==> config.mk <==
export PLATFORM = sky130hd
export DESIGN_NAME = ex_operand_stage_flat
export DESIGN_NICKNAME = d
export VERILOG_FILES = /design/src/rtl/ex_operand_stage_if.sv /design/src/rtl/ex_operand_stage.sv /design/src/flat_wrapper.sv
export SDC_FILE = /design/constraint.sdc
export NUM_CORES = 1
export LEC_CHECK = 0
export ABC_AREA = 1
export ABC_CLOCK_PERIOD_IN_PS = 4040
export BUFFER_PORTS_ARGS = -buffer_cell sky130_fd_sc_hd__buf_2
export CAP_MARGIN = 20
export CORE_AREA = 2 2 143 145
export DETAILED_ROUTE_END_ITERATION = 10
export DIE_AREA = 0 0 145 147
export PLACE_DENSITY_LB_ADDON = 0.12
export RECOVER_POWER = 100
export SLEW_MARGIN = 20
export SYNTH_ARGS = -nofsm -noshare
export SYNTH_HDL_FRONTEND = slang
export SYNTH_SLANG_ARGS = --single-unit
==> constraint.sdc <==
create_clock -name clk_i -period 4.04 [get_ports clk_i]
set_input_delay 0.202 -clock clk_i [delete_from_list [all_inputs] [get_ports clk_i]]
set_output_delay 0.202 -clock clk_i [all_outputs]
set_load 0.1 [all_outputs]
==> src/rtl/ex_operand_stage_if.sv <==
// ID-to-EX instruction bundle: decoded fields and register-file read data
// that the ID stage presents to the operand stage each cycle.
interface ex_operand_stage_if #(
    parameter int XLen         = 32,
    parameter int NOpsWidth    = 3,
    parameter int RegAddrWidth = 5
);
    logic                    id_valid_i;
    logic [XLen-1:0]         id_pc_i;
    logic [RegAddrWidth-1:0] id_rs1_addr_i;
    logic [RegAddrWidth-1:0] id_rs2_addr_i;
    logic                    id_rs1_used_i;
    logic                    id_rs2_used_i;
    logic [XLen-1:0]         id_rs1_data_i;
    logic [XLen-1:0]         id_rs2_data_i;
    logic [XLen-1:0]         id_imm_i;
    logic [RegAddrWidth-1:0] id_rd_addr_i;
    logic                    id_reg_write_i;
    logic                    id_mem_read_i;
    logic [1:0]              id_a_sel_i;
    logic                    id_b_sel_i;
    logic [NOpsWidth-1:0]    id_alu_control_i;

    modport master (
        output id_valid_i, id_pc_i, id_rs1_addr_i, id_rs2_addr_i,
               id_rs1_used_i, id_rs2_used_i, id_rs1_data_i, id_rs2_data_i,
               id_imm_i, id_rd_addr_i, id_reg_write_i, id_mem_read_i,
               id_a_sel_i, id_b_sel_i, id_alu_control_i
    );

    modport slave (
        input  id_valid_i, id_pc_i, id_rs1_addr_i, id_rs2_addr_i,
               id_rs1_used_i, id_rs2_used_i, id_rs1_data_i, id_rs2_data_i,
               id_imm_i, id_rd_addr_i, id_reg_write_i, id_mem_read_i,
               id_a_sel_i, id_b_sel_i, id_alu_control_i
    );
endinterface

==> src/rtl/ex_operand_stage.sv <==
// ID/EX pipeline register with MEM/WB operand forwarding, WB capture bypass,
// load-use hazard detection and ALU operand selection.
module ex_operand_stage #(
    parameter int XLen         = 32,
    parameter int NOps         = 5,
    parameter int RegAddrWidth = 5,
    localparam int NOpsWidth   = $clog2(NOps)
) (
    input  logic                    clk_i,
    input  logic                    rst_i,
    input  logic                    flush_i,
    input  logic                    stall_i,
    ex_operand_stage_if.slave       id_if,
    input  logic                    mem_reg_write_i,
    input  logic [RegAddrWidth-1:0] mem_rd_addr_i,
    input  logic [XLen-1:0]         mem_result_i,
    input  logic                    wb_reg_write_i,
    input  logic [RegAddrWidth-1:0] wb_rd_addr_i,
    input  logic [XLen-1:0]         wb_result_i,
    output logic                    hazard_o,
    output logic                    ex_valid_o,
    output logic [XLen-1:0]         alu_a_o,
    output logic [XLen-1:0]         alu_b_o,
    output logic [NOpsWidth-1:0]    alu_control_o,
    output logic [XLen-1:0]         ex_store_data_o,
    output logic [XLen-1:0]         ex_pc_o,
    output logic [RegAddrWidth-1:0] ex_rd_addr_o,
    output logic                    ex_reg_write_o,
    output logic                    ex_mem_read_o
);

    logic                    r_valid;
    logic [XLen-1:0]         r_pc;
    logic [RegAddrWidth-1:0] r_rs1_addr;
    logic [RegAddrWidth-1:0] r_rs2_addr;
    logic [XLen-1:0]         r_rs1_data;
    logic [XLen-1:0]         r_rs2_data;
    logic [XLen-1:0]         r_imm;
    logic [RegAddrWidth-1:0] r_rd_addr;
    logic                    r_reg_write;
    logic                    r_mem_read;
    logic [1:0]              r_a_sel;
    logic                    r_b_sel;
    logic [NOpsWidth-1:0]    r_alu_control;

    logic                    w_hazard;
    logic                    w_clear;
    logic [XLen-1:0]         w_rs1_fwd;
    logic [XLen-1:0]         w_rs2_fwd;

    // Nonzero-register write match: x0 is never a forwarding source.
    function automatic logic wr_hit(input logic we,
                                    input logic [RegAddrWidth-1:0] rd,
                                    input logic [RegAddrWidth-1:0] rs);
        return we && (rd != {RegAddrWidth{1'b0}}) && (rd == rs);
    endfunction

    // Load-use hazard, suppressed while the stage is stalled or flushed.
    always_comb begin
        w_hazard = 1'b0;
        if (stall_i || flush_i) begin
            w_hazard = 1'b0;
        end else if (r_valid && r_mem_read && (r_rd_addr != {RegAddrWidth{1'b0}}) &&
                     id_if.id_valid_i) begin
            w_hazard = (id_if.id_rs1_used_i && (id_if.id_rs1_addr_i == r_rd_addr)) ||
                       (id_if.id_rs2_used_i && (id_if.id_rs2_addr_i == r_rd_addr));
        end else begin
            w_hazard = 1'b0;
        end
    end

    // Hazard only bubbles when not stalled, so it folds into one clear term.
    assign w_clear = rst_i || flush_i || (!stall_i && w_hazard);

    // Pipeline register: clear, hold with WB refresh, or load with WB bypass.
    always_ff @(posedge clk_i) begin
        if (w_clear) begin
            r_valid       <= 1'b0;
            r_pc          <= {XLen{1'b0}};
            r_rs1_addr    <= {RegAddrWidth{1'b0}};
            r_rs2_addr    <= {RegAddrWidth{1'b0}};
            r_rs1_data    <= {XLen{1'b0}};
            r_rs2_data    <= {XLen{1'b0}};
            r_imm         <= {XLen{1'b0}};
            r_rd_addr     <= {RegAddrWidth{1'b0}};
            r_reg_write   <= 1'b0;
            r_mem_read    <= 1'b0;
            r_a_sel       <= 2'd0;
            r_b_sel       <= 1'b0;
            r_alu_control <= {NOpsWidth{1'b0}};
        end else if (stall_i) begin
            if (wr_hit(wb_reg_write_i, wb_rd_addr_i, r_rs1_addr)) begin
                r_rs1_data <= wb_result_i;
            end
            if (wr_hit(wb_reg_write_i, wb_rd_addr_i, r_rs2_addr)) begin
                r_rs2_data <= wb_result_i;
            end
        end else begin
            r_valid       <= id_if.id_valid_i;
            r_pc          <= id_if.id_pc_i;
            r_rs1_addr    <= id_if.id_rs1_addr_i;
            r_rs2_addr    <= id_if.id_rs2_addr_i;
            r_rs1_data    <= wr_hit(wb_reg_write_i, wb_rd_addr_i, id_if.id_rs1_addr_i) ?
                             wb_result_i : id_if.id_rs1_data_i;
            r_rs2_data    <= wr_hit(wb_reg_write_i, wb_rd_addr_i, id_if.id_rs2_addr_i) ?
                             wb_result_i : id_if.id_rs2_data_i;
            r_imm         <= id_if.id_imm_i;
            r_rd_addr     <= id_if.id_rd_addr_i;
            r_reg_write   <= id_if.id_reg_write_i && id_if.id_valid_i;
            r_mem_read    <= id_if.id_mem_read_i && id_if.id_valid_i;
            r_a_sel       <= id_if.id_a_sel_i;
            r_b_sel       <= id_if.id_b_sel_i;
            r_alu_control <= id_if.id_alu_control_i;
        end
    end

    // Operand forwarding, MEM before WB before the registered value.
    always_comb begin
        w_rs1_fwd = r_rs1_data;
        w_rs2_fwd = r_rs2_data;
        if (wr_hit(mem_reg_write_i, mem_rd_addr_i, r_rs1_addr)) begin
            w_rs1_fwd = mem_result_i;
        end else if (wr_hit(wb_reg_write_i, wb_rd_addr_i, r_rs1_addr)) begin
            w_rs1_fwd = wb_result_i;
        end else begin
            w_rs1_fwd = r_rs1_data;
        end
        if (wr_hit(mem_reg_write_i, mem_rd_addr_i, r_rs2_addr)) begin
            w_rs2_fwd = mem_result_i;
        end else if (wr_hit(wb_reg_write_i, wb_rd_addr_i, r_rs2_addr)) begin
            w_rs2_fwd = wb_result_i;
        end else begin
            w_rs2_fwd = r_rs2_data;
        end
    end

    // ALU operand muxes.
    always_comb begin
        alu_a_o = {XLen{1'b0}};
        alu_b_o = {XLen{1'b0}};
        case (r_a_sel)
            2'd0:    alu_a_o = w_rs1_fwd;
            2'd1:    alu_a_o = r_pc;
            default: alu_a_o = {XLen{1'b0}};
        endcase
        if (r_b_sel) begin
            alu_b_o = r_imm;
        end else begin
            alu_b_o = w_rs2_fwd;
        end
    end

    assign hazard_o        = w_hazard;
    assign ex_valid_o      = r_valid;
    assign alu_control_o   = r_alu_control;
    assign ex_store_data_o = w_rs2_fwd;
    assign ex_pc_o         = r_pc;
    assign ex_rd_addr_o    = r_rd_addr;
    assign ex_reg_write_o  = r_reg_write && r_valid;
    assign ex_mem_read_o   = r_mem_read && r_valid;

endmodule

==> src/flat_wrapper.sv <==
// flat-port wrapper written by rule: the top's interface ports become plain ports
module ex_operand_stage_flat 
#(
    parameter int XLen         = 32,
    parameter int NOps         = 5,
    parameter int RegAddrWidth = 5,
    localparam int NOpsWidth   = $clog2(NOps)
)
  (clk_i, rst_i, flush_i, stall_i, mem_reg_write_i, mem_rd_addr_i, mem_result_i, wb_reg_write_i, wb_rd_addr_i, wb_result_i, hazard_o, ex_valid_o, alu_a_o, alu_b_o, alu_control_o, ex_store_data_o, ex_pc_o, ex_rd_addr_o, ex_reg_write_o, ex_mem_read_o, id_if_id_valid_i, id_if_id_pc_i, id_if_id_rs1_addr_i, id_if_id_rs2_addr_i, id_if_id_rs1_used_i, id_if_id_rs2_used_i, id_if_id_rs1_data_i, id_if_id_rs2_data_i, id_if_id_imm_i, id_if_id_rd_addr_i, id_if_id_reg_write_i, id_if_id_mem_read_i, id_if_id_a_sel_i, id_if_id_b_sel_i, id_if_id_alu_control_i);
  ex_operand_stage_if #(.XLen(XLen), .RegAddrWidth(RegAddrWidth)) id_if_i ();
  input  logic clk_i;
  input  logic rst_i;
  input  logic flush_i;
  input  logic stall_i;
  input  logic mem_reg_write_i;
  input  logic [RegAddrWidth-1:0] mem_rd_addr_i;
  input  logic [XLen-1:0] mem_result_i;
  input  logic wb_reg_write_i;
  input  logic [RegAddrWidth-1:0] wb_rd_addr_i;
  input  logic [XLen-1:0] wb_result_i;
  output logic hazard_o;
  output logic ex_valid_o;
  output logic [XLen-1:0] alu_a_o;
  output logic [XLen-1:0] alu_b_o;
  output logic [NOpsWidth-1:0] alu_control_o;
  output logic [XLen-1:0] ex_store_data_o;
  output logic [XLen-1:0] ex_pc_o;
  output logic [RegAddrWidth-1:0] ex_rd_addr_o;
  output logic ex_reg_write_o;
  output logic ex_mem_read_o;
  input wire logic [$bits(id_if_i.id_valid_i)-1:0] id_if_id_valid_i;
  input wire logic [$bits(id_if_i.id_pc_i)-1:0] id_if_id_pc_i;
  input wire logic [$bits(id_if_i.id_rs1_addr_i)-1:0] id_if_id_rs1_addr_i;
  input wire logic [$bits(id_if_i.id_rs2_addr_i)-1:0] id_if_id_rs2_addr_i;
  input wire logic [$bits(id_if_i.id_rs1_used_i)-1:0] id_if_id_rs1_used_i;
  input wire logic [$bits(id_if_i.id_rs2_used_i)-1:0] id_if_id_rs2_used_i;
  input wire logic [$bits(id_if_i.id_rs1_data_i)-1:0] id_if_id_rs1_data_i;
  input wire logic [$bits(id_if_i.id_rs2_data_i)-1:0] id_if_id_rs2_data_i;
  input wire logic [$bits(id_if_i.id_imm_i)-1:0] id_if_id_imm_i;
  input wire logic [$bits(id_if_i.id_rd_addr_i)-1:0] id_if_id_rd_addr_i;
  input wire logic [$bits(id_if_i.id_reg_write_i)-1:0] id_if_id_reg_write_i;
  input wire logic [$bits(id_if_i.id_mem_read_i)-1:0] id_if_id_mem_read_i;
  input wire logic [$bits(id_if_i.id_a_sel_i)-1:0] id_if_id_a_sel_i;
  input wire logic [$bits(id_if_i.id_b_sel_i)-1:0] id_if_id_b_sel_i;
  input wire logic [$bits(id_if_i.id_alu_control_i)-1:0] id_if_id_alu_control_i;
  assign id_if_i.id_valid_i = id_if_id_valid_i;
  assign id_if_i.id_pc_i = id_if_id_pc_i;
  assign id_if_i.id_rs1_addr_i = id_if_id_rs1_addr_i;
  assign id_if_i.id_rs2_addr_i = id_if_id_rs2_addr_i;
  assign id_if_i.id_rs1_used_i = id_if_id_rs1_used_i;
  assign id_if_i.id_rs2_used_i = id_if_id_rs2_used_i;
  assign id_if_i.id_rs1_data_i = id_if_id_rs1_data_i;
  assign id_if_i.id_rs2_data_i = id_if_id_rs2_data_i;
  assign id_if_i.id_imm_i = id_if_id_imm_i;
  assign id_if_i.id_rd_addr_i = id_if_id_rd_addr_i;
  assign id_if_i.id_reg_write_i = id_if_id_reg_write_i;
  assign id_if_i.id_mem_read_i = id_if_id_mem_read_i;
  assign id_if_i.id_a_sel_i = id_if_id_a_sel_i;
  assign id_if_i.id_b_sel_i = id_if_id_b_sel_i;
  assign id_if_i.id_alu_control_i = id_if_id_alu_control_i;
  ex_operand_stage #(.XLen(XLen), .NOps(NOps), .RegAddrWidth(RegAddrWidth)) u_core (.clk_i(clk_i), .rst_i(rst_i), .flush_i(flush_i), .stall_i(stall_i), .id_if(id_if_i), .mem_reg_write_i(mem_reg_write_i), .mem_rd_addr_i(mem_rd_addr_i), .mem_result_i(mem_result_i), .wb_reg_write_i(wb_reg_write_i), .wb_rd_addr_i(wb_rd_addr_i), .wb_result_i(wb_result_i), .hazard_o(hazard_o), .ex_valid_o(ex_valid_o), .alu_a_o(alu_a_o), .alu_b_o(alu_b_o), .alu_control_o(alu_control_o), .ex_store_data_o(ex_store_data_o), .ex_pc_o(ex_pc_o), .ex_rd_addr_o(ex_rd_addr_o), .ex_reg_write_o(ex_reg_write_o), .ex_mem_read_o(ex_mem_read_o));
endmodule
==> Word level (Yosys, flattened, before mapping) <==
Index checks and enable logic that the tools add are counted.
{ "totals": {"register_bits": 152, "in_bits": 234, "elab_cells": 60} }
{ "classes": {"eq_ne": 9, "mux": 12, "reduce_logical": 26} }
{ "op_table": {"columns": ["operator", "n"], "rows": [
  ["$mux W32", 9],
  ["$pmux W32 S2", 1],
  ["$eq A5 B5 Y1", 8],
  ["$logic_and A1 B1 Y1", 17],
  ["$reduce_bool A5 Y1", 3],
  ["$logic_or A1 B1 Y1", 4],
  ["$eq A2 B1 Y1 const B", 1],
  ["$logic_not A2 Y1", 1],
  ["$mux W1", 2],
  ["$logic_not A1 Y1", 1]
]} }

==> Logic depth before layout (Yosys ltp) <==
{ "logic_depth": {"ltp_word": 7, "depth_mapped": 12, "mapped_depth_nobuf": 10} }

==> Worst setup path after synthesis <==
Ideal clock, no wire load.
{ "synth_timing": {"path_type": "reg-to-output", "from": "register u_core.r_valid, in the netlist u_core.ex_valid_o", "to": "output hazard_o", "arrival_time_ns": 2.735, "setup_slack_ns": 1.103, "stages_incl_launch_ff": 7, "n_path_buf": 0, "path_cell_list": "dfxtp_1 > nand2_1 > inv_1 > nand3_1 > nor2_1 > nand2_1 > inv_1"} }
{ "synth_via": {"elab_chain_cells": 5} }
{ "synth_rtl": {"columns": ["element", "line", "rtl"], "rows": [
  ["start, declared", "ex_operand_stage.sv:32", "logic r_valid;"],
  ["start signal, assigned", "ex_operand_stage.sv:99", "r_valid <= id_if.id_valid_i;"],
  ["$logic_and A1 B1 Y1", null, null],
  ["net ex_mem_read_o", "flat_wrapper.sv:30", "output logic ex_mem_read_o;"],
  ["$logic_and A1 B1 Y1 (2 in series)", "ex_operand_stage.sv:63", "end else if (r_valid && r_mem_read && (r_rd_addr != {RegAddrWidth{1'b0}}) &&"],
  ["$mux W1", "ex_operand_stage.sv:63", null],
  ["$mux W1", "ex_operand_stage.sv:61", "if (stall_i || flush_i) begin"],
  ["end, declared", "flat_wrapper.sv:21", "output logic hazard_o;"]
]} }
The timed path passes the listed nets, and every way through them passes these cells.

==> Worst setup path in the final report <==
{ "layout_timing": {"from": "register u_core.r_rs1_addr[0]", "to": "output alu_a_o[15]"} }
{ "layout_via": {"elab_chain_cells": 5} }
{ "layout_rtl": {"columns": ["element", "line", "rtl"], "rows": [
  ["start, declared", "ex_operand_stage.sv:34", "logic [RegAddrWidth-1:0] r_rs1_addr;"],
  ["start signal, assigned", "ex_operand_stage.sv:80", "r_rs1_addr <= {RegAddrWidth{1'b0}};"],
  ["start signal, assigned", "ex_operand_stage.sv:101", "r_rs1_addr <= id_if.id_rs1_addr_i;"],
  ["$eq A5 B5 Y1", "ex_operand_stage.sv:55", "return we && (rd != {RegAddrWidth{1'b0}}) && (rd == rs);"],
  ["$logic_and A1 B1 Y1", "ex_operand_stage.sv:55", null],
  ["$mux W32", "ex_operand_stage.sv:123", "end else if (wr_hit(wb_reg_write_i, wb_rd_addr_i, r_rs1_addr)) begin"],
  ["$mux W32 *", "ex_operand_stage.sv:121", "if (wr_hit(mem_reg_write_i, mem_rd_addr_i, r_rs1_addr)) begin"],
  ["$pmux W32 S2 *", "ex_operand_stage.sv:141", "case (r_a_sel)"],
  ["end, declared", "flat_wrapper.sv:23", "output logic [XLen-1:0] alu_a_o;"]
]} }
Mark *: on every way between the ends. The rest lies on a longest branch, timed or not.

==> flow_summary.ini <==
[grt]
busiest_layer = met2
use_met2 = 0.5681
grt_max_degree = 104
grt_pass1_vias = 11277
grt_use_total = 0.3617
grt_overflow = 0
met3_usage = 0.07422
grt_first_pass_wirelength_mm = 61.41
met1_usage = 0.4944
antenna_found_initial = 5

[final_layout]
multi_input_area_um2 = 5902
postLayoutCoreUtil = 0.6364
layout_common_cells = nand2_1 (605), nand3_1 (393), buf_2 (232)
post_route_cells_drive_above_1_share = 0.1960
area_growth_pct = 24.37
final_common_cell = nand2_1
regArea_um2 = 3043
fin_nets = 2175
instances_no_fill = 2229
fill_cells = 1971

[worst_setup_path]
cp-endpoint = alu_a_o[15]
rr_worst_depth = 8
crit_arrival_ns = 3.26
critical_path_class = reg -> out
required_ns = 3.84
r2r_end = u_core.r_imm[19]$_SDFFE_PP0N_
ff2ff_setup_slack_ns = 0.72
worstReg2RegStart = u_core.ex_rd_addr_o[1]$_SDFFE_PP0N_
end_kind = output pin
cp-startpoint = u_core.r_rs1_addr[0]$_SDFFE_PP0N_
startpoint_type = register
crit_fanout = 17

[placed_design]
dp.cells = 2192
hpwl_mm = 28.29
dp_slack_ns = 1.335
port_buffers = 373
gp_congestion = 0.9577

[pwr]
peakVddDrop_v = 0.0003085
pwr_density_cell_nw_per_um2 = 364.2
p_leak_nw = 6.394
finalPower_mw = 4.600

[route]
routed_wl_mm = 39.89
routedWlPerCell_um = 17.89
ant_nets = 0
drt-initial-drc-count = 1577
drt_pass1_iterations = 6
route.detailed.drc = 0
via_per_inst = 5.534
vias = 12336

[synth]
ys_warn_count = 0
ys_dominant_reg_cell = dfxtp_1
ys_seq_area_frac = 0.2997
synth_fp_nets = 1884
synth-seq-cells = 152
avgSynthCellArea_um2 = 6.154
syn_inst = 1650
synth.cell_area_um2 = 10150
yosysUniqueCellTypes = 27
synth_edf_count = 0
async_reset_ff_frac = 0

[sta]
setup_viol = 0
relSlewSlack = -0.06071
fin_skew_ns = 0.008156
timing_worst_slew_pin_value_ns = 1.587
slew_violations = 32
tns_ns = 0
min_period_ns = 3.461
fmax_mhz = 288.9
period_share = 0.8568
finalHoldViolCount = 0
grt_setup_unrepaired = no
layout_setup_ws_ns = 0.5786

[cts]
post-cts-setup-buffers = 0
clock-sinks = 152
cts-root-buf = clkbuf_16
cts_resized = 0
clkLatencyLatePin_ns = 0.43
clk_pin_slew_ns = 0.07
numCtsBuffers = 17
h-tree-depth = 4
postCtsHoldBufs = 0
cts.path.max_buffers = 2
cts_tree = built

[floorplan]
die-area_um2 = 21320
coreArea_um2 = 19840
placementRows = 52
dieHeight_um = 147
die_w_um = 145
io_pins = 374
initial_utilization = 0.5117

[min_path]
holdCritPathClass = in -> reg

[status]
violations = capacitance limit, slew limit
status = finished with violations

[run]
drv_cap = 1
final cells by class:
cell class,count,area share
inverter,81,0.02427
tap,270,0.02675
timing repair buffer,393,0.1943
clock buffer,20,0.03616
antenna,5,0.0009907
clock inverter,12,0.009312
sequential,152,0.2409
multi-input combinational,1296,0.4673
power breakdown:
group	switching, mW	internal, mW
Combinational	1.08	0.348
Clock	0.698	0.887
Sequential	0.0288	1.55
Total	1.81	2.79
metal layers:
metal / share of wire / wire length [um] / vias to the layer above
li1: - / - / 5870
met3: 0.10 / 4033 / 101
met4: 0.035 / 1388 / 4
met5: 0.00055 / 22 / -
met2: 0.44 / 17750 / 751
met1: 0.42 / 16700 / 5610
through the flow:
stage	cell area, um^2	hold WS [ns]
5_1_grt	12620	0.005824
6_report	12630	0.01362
2_1_floorplan	10150	0.3466
4_1_cts	13850	0.003612
3_5_place_dp	13280	0.4607
3_3_place_gp	13280	0.4554
how the worst min path moves through the flow:
stage                                 startpoint                           endpoint  slack [ns]  cells after the start
after global routing           id_if_id_pc_i[19]    u_core.ex_pc_o[19]$_SDFFE_PP0N_       0.006                      3
final                          id_if_id_pc_i[19]    u_core.ex_pc_o[19]$_SDFFE_PP0N_        0.01                      3
after detailed placement        id_if_id_pc_i[3]     u_core.ex_pc_o[3]$_SDFFE_PP0N_        0.46                      3
after CTS                       id_if_id_pc_i[8]     u_core.ex_pc_o[8]$_SDFFE_PP0N_       0.004                      3
after floorplan           id_if_id_rs2_addr_i[3]  u_core.r_rs2_addr[3]$_SDFFE_PP0N_        0.35                      2
after global placement          id_if_id_pc_i[8]     u_core.ex_pc_o[8]$_SDFFE_PP0N_        0.46                      3
state kept, by name (all words and copies together), names as in the netlist:
signal / cells
u_core.ex_pc_o: 32
u_core.r_imm: 32
u_core.r_rs1_data: 32
u_core.r_rs2_data: 32
u_core.ex_rd_addr_o: 5
u_core.r_rs1_addr: 5
u_core.r_rs2_addr: 5
u_core.alu_control_o: 3
u_core.r_a_sel: 2
u_core.ex_valid_o: 1
u_core.r_b_sel: 1
u_core.r_mem_read: 1
u_core.r_reg_write: 1
cells by family after synthesis:
family / synth area share
simple gates: 0.5000
buf+inv: 0.09931
flops: 0.2997
compound gates: 0.07344
xor+xnor: 0.02760
worst max-delay path, stage by stage (launching register included):
cell	delay [ns]
dfxtp_1	0.41
xnor2_1	0.14
nand3_1	0.14
nor2_4	0.43
buf_4	0.34
nand3_1	0.13
nand3_1	0.19
nand2_1	0.08
nand2_1	0.06
clkbuf_1	0.87
synth_stat cells (4+ instances only):
cell,count,area (um^2)
and2_1,32,200.2
buf_4,10,75.07
nand2_1,605,2271
buf_1,8,30.03
o21ai_0,4,20.02
xor2_1,17,148.9
a21oi_1,16,80.08
nor2_1,120,450.4
clkbuf_1,38,142.6
inv_1,78,292.8
xnor2_1,15,131.4
buf_6,21,236.5
buf_2,44,220.2
nor2_2,4,25.02
dfxtp_1,152,3043
nor2_4,7,78.83
a21oi_2,71,621.9
nand3_1,392,1962
Note: power is estimated with default switching activity, not from simulation.
